$ cat config.mk
export PLATFORM = sky130hd
export DESIGN_NAME = regfile_write_arbiter
export DESIGN_NICKNAME = d
export VERILOG_FILES = /design/src/rtl/regfile_write_arbiter.sv
export SDC_FILE = /design/constraint.sdc
export NUM_CORES = 1
export LEC_CHECK = 0
export CAP_MARGIN = 20
export CELL_PAD_IN_SITES_DETAIL_PLACEMENT = 0
export CELL_PAD_IN_SITES_GLOBAL_PLACEMENT = 1
export CORE_MARGIN = 1
export CORE_UTILIZATION = 29
export DETAILED_ROUTE_END_ITERATION = 16
export PLACE_DENSITY = 0.95
export SLEW_MARGIN = 20
export SYNTH_ARGS = -nofsm -noshare
export SYNTH_HDL_FRONTEND = slang
export SYNTH_SLANG_ARGS = --single-unit
$ cat constraint.sdc
create_clock -name clk -period 7 [get_ports clk]
set_clock_uncertainty 0.2 [all_clocks]
set_input_delay 1.4 -clock clk [delete_from_list [all_inputs] [get_ports clk]]
set_output_delay 1.4 -clock clk [all_outputs]
set_load 0.1 [all_outputs]
$ cat src/rtl/regfile_write_arbiter.sv
// Arbitrates the single register-file write port between the main pipeline
// writeback (high priority) and a long-latency unit, with starvation forcing.
module regfile_write_arbiter #(
  parameter int WordCount = 32,
  parameter int DataWidth = 32,
  parameter int MaxWait   = 3,
  localparam int AW = $clog2(WordCount)
) (
  input  logic                 clk,
  input  logic                 rst,
  input  logic                 stall,
  input  logic                 req0Valid,
  input  logic [AW-1:0]        req0Reg,
  input  logic [DataWidth-1:0] req0Data,
  output logic                 req0Ready,
  input  logic                 req1Valid,
  input  logic [AW-1:0]        req1Reg,
  input  logic [DataWidth-1:0] req1Data,
  output logic                 req1Ready,
  output logic                 regWrite,
  output logic [AW-1:0]        writeRegister,
  output logic [DataWidth-1:0] writeData,
  output logic                 starved
);

  typedef enum logic [1:0] {GrantNone, Grant0, Grant1} grant_t;

  localparam logic [3:0] MaxWaitCount = 4'(MaxWait);

  grant_t     grant;
  logic [3:0] starveCount;

  assign starved = (starveCount == MaxWaitCount);

  // Readies are held low while reset is asserted so nothing is accepted
  // that the output register could not capture.
  always_comb begin
    // NOTE: assign every always_comb output a default first; a path that
    // leaves it unassigned would infer a latch.
    grant = GrantNone;
    if (!rst && !stall) begin
      if (req0Valid && !(req1Valid && starved)) grant = Grant0;
      else if (req1Valid)                       grant = Grant1;
    end
  end

  assign req0Ready = (grant == Grant0);
  assign req1Ready = (grant == Grant1);

  always_ff @(posedge clk or posedge rst) begin
    // NOTE: sequential state uses non-blocking (<=) so every register samples
    // pre-edge values regardless of statement order.
    if (rst) begin
      regWrite      <= 1'b0;
      writeRegister <= '0;
      writeData     <= '0;
      starveCount   <= '0;
    end else begin
      // x0 writes complete the handshake but never raise the write enable.
      unique case (grant)
        Grant0: begin
          regWrite      <= (req0Reg != '0);
          writeRegister <= req0Reg;
          writeData     <= req0Data;
        end
        Grant1: begin
          regWrite      <= (req1Reg != '0);
          writeRegister <= req1Reg;
          writeData     <= req1Data;
        end
        default: regWrite <= 1'b0;
      endcase

      // A waiting requester 1 keeps accruing losses even while stalled.
      if (req1Valid && !req1Ready)
        starveCount <= starved ? starveCount : starveCount + 4'd1;
      else
        starveCount <= '0;
    end
  end

endmodule
==> impl_metrics.csv <==
group,metric,value,unit
cells_and_area,fillers,655,
global_routing,met3_usage,5.775,%
cts,post_cts_buffers,0,
timing,setup_viol,0,
die,ios,120,
cells_and_area,final_common_cell,"clkdlybuf4s50_1",
worst_setup_path,worstPathMaxFanout,4,
timing,final_max_slew_viol_count,0,
worst_setup_path,cp-start-kind,"primary input",
cts,cts.root.buffer_cell,"clkbuf_8",
timing,final_hold_viol_count,0,
place,post_dp_cell_area,3249,µm²
logic_synthesis,syn_area_per_cell,10.44,µm²
logic_synthesis,synth_nets,276,
die,core,6756,µm²
timing,fmax,192.6,MHz
drt,routed_wl,5002,µm
hold_path,holdCritPathClass,"register to register",
run,maxCapViolations,0,
worst_setup_path,reg2reg_slack,4.33,ns
worst_setup_path,slowest_delay,1.15,ns
drt,ant_nets,0,
logic_synthesis,synth_cell_types,23,
die,start_util,29.98,%
cts,cts_max_path_buffers,2,
global_routing,antenna_found_initial,0,
hold_path,hold_end,"writeData[17]",
worst_setup_path,path_class,"primary input to output pin",
logic_synthesis,yosys_register_bits,42,
logic_synthesis,netlist_area,2026,µm²
cells_and_area,stdcell_area,3346,µm²
logic_synthesis,yosys_warnings,0,
logic_synthesis,yosysSeqAreaShare,51.88,%
place,io_buffers,119,
timing,slew_headroom,33.09,%
global_routing,busiest_layer,"met2",
power_and_ir_drop,ir_worst_vdd,156.5,µV
logic_synthesis,synthCells,194,
timing,worstMarginPinSlew,1.001,ns
drt,num_vias,1787,
drt,routed_via_density,4.594,
cts,htree_levels,2,
worst_setup_path,end_kind,"output pin",
hold_path,hold_depth,2,
cts,cts_tree,"built",
cts,cts.sinks,42,
global_routing,grt.total_usage,14.69,%
worst_setup_path,r2r_start,"starveCount[0]",
die,die_width,85.58,µm
timing,grt_setup_unrepaired,"no",
drt,drt-initial-drc-count,76,
cells_and_area,layout-drive-gt1-share,4.531,%
place,hpwlAfterDp,3559,µm
cts,clk_latency,0.29,ns
die,core.rowCount,30,
worst_setup_path,arrival,3.59,ns
cells_and_area,fin_nets,390,
power_and_ir_drop,powerDensity,318.1,nW/µm²
global_routing,grt_pass1_vias,1885,
timing,layout_min_cycle_time,5.192,ns
global_routing,use_met1,16.99,%
global_routing,met2_usage,24.87,%
cells_and_area,antenna_cells,0,
run_status,status,"complete, no violations",
worst_setup_path,cp_slowest_cell,"clkdlybuf4s50_1",
die,die_area,7323,µm²
global_routing,grt_overflow,0,
global_routing,grt_max_degree,76,
worst_setup_path,crit_required,5.40,ns
cts,cts_buffers,5,
timing,period_share,74.17,%
cells_and_area,mostFrequentLayoutCells,"119 x clkdlybuf4s50_1, 42 x dfrtp_1, 39 x nand2_1",
place,place_congestion,0.7032,
cts,hold_buffers,0,
worst_setup_path,cp_common_cell,"clkdlybuf4s50_1",
power_and_ir_drop,power_leakage,1.342,nW
cts,ctsResizeCount,0,
drt,drc,0,
cells_and_area,syn2layout_area_growth,65.16,%
worst_setup_path,crit_path_cell_trace,"clkdlybuf4s50_1 -> nor2_1 -> and3_1 -> ha_4 -> clkdlybuf4s50_1",
die,die_h,85.58,µm
hold_path,holdCritStartpoint,"writeData[17]",
timing,fin_tns_setup,0,ns
worst_setup_path,rr_worst_depth,8,
worst_setup_path,r2r-end,"writeRegister[3]",
cts,clk_pin_slew,0.07,ns
drt,drt_first_pass_iters,4,
drt,wl_per_cell,12.86,µm
global_routing,grt_pass1_wl,8466,µm
Yosys cell counts:
cell,instances,area [µm²]
and3_1,2,12.51
clkbuf_1,7,26.28
buf_2,2,10.01
or4_4,1,11.26
nand2b_1,2,12.51
nor2_1,5,18.77
xor2_1,2,17.52
nand3_1,3,15.01
buf_6,1,11.26
o21ai_0,28,140.1
ha_1,3,37.54
mux2_2,1,11.26
or4_1,1,7.510
buf_4,2,15.01
buf_8,1,15.01
mux2i_1,38,380.4
o21ai_2,1,8.760
nor3b_4,1,18.77
inv_1,1,3.750
a21oi_1,1,5.000
nand2_1,39,146.4
dfrtp_1,42,1051
o21ai_1,10,50.05
logic make-up after synthesis:
logic type               Yosys count  share of synthesized area [%]
buffers and inverters             14                          4.014
flip-flops                        42                          51.88
adder cells (fa/ha/maj)            3                          1.853
XOR/XNOR                           2                         0.8649
AO/OA/AOI/OAI                     40                          10.07
multiplexers                      39                          19.33
AND/OR/NAND/NOR                   54                          11.98
stage by stage:
| step | power, mW | setup WS, ns | utilization [%] | hold WS (ns) | cells |
|---|---|---|---|---|---|
| floorplan | 0.7525 | 2.759 | - | 0.3168 | 194 |
| global placement | 0.9126 | 1.839 | 48.09 | 0.2645 | 381 |
| detailed placement | 0.9187 | 1.774 | 48.09 | 0.2731 | 381 |
| CTS | 1.079 | 1.766 | 49.37 | 0.2950 | 389 |
| global route | 1.118 | 1.676 | 49.52 | 0.3164 | 389 |
| finish | 1.064 | 1.808 | 49.52 | 0.2861 | 389 |
per-layer routing:
metal	wire length (µm)	vias up	part of all wire, %
li1	-	889	-
met1	2082	807	42
met2	2404	83	48
met3	440	8	8.8
met4	74	0	1.5
met5	0	-	0
worst max-delay path: cells and delay by family:
kind	cells	cell delay, ns
adders and majority gates	1	0.15
buffers and inverters	2	1.59
and+or+nand+nor	2	0.44
cell type report:
| cell class | count | area, µm² | share of cell area (%) |
|---|---|---|---|
| timing repair buffer | 120 | 1199 | 35.83 |
| sequential | 42 | 1051 | 31.41 |
| multi-input combinational | 138 | 905.9 | 27.08 |
| tap | 80 | 100.1 | 2.992 |
| clock buffer | 6 | 72.57 | 2.169 |
| clock inverter | 2 | 13.76 | 0.4114 |
| inverter | 1 | 3.754 | 0.1122 |
where the power goes:
part | switching [mW] | total, mW | internal, mW
logic | 0.442 | 0.593 | 0.151
registers | 0.0264 | 0.319 | 0.293
clock network | 0.0824 | 0.153 | 0.0704
total | 0.551 | 1.06 | 0.514
sequential cells by signal, indices dropped and copies added, names as in the netlist:
signal / count
regWrite: 1
starveCount: 4
writeData: 32
writeRegister: 5
worst max-delay path by stage:
stage / slack, ns / to / start
2_1_floorplan: 2.76 / req1Ready / starveCount[0]
3_3_place_gp: 1.84 / req1Ready / rst
3_5_place_dp: 1.77 / req1Ready / rst
4_1_cts: 1.77 / req1Ready / rst
5_1_grt: 1.68 / req1Ready / rst
6_report: 1.81 / req1Ready / rst
Note: power is estimated with default switching activity, not from simulation.
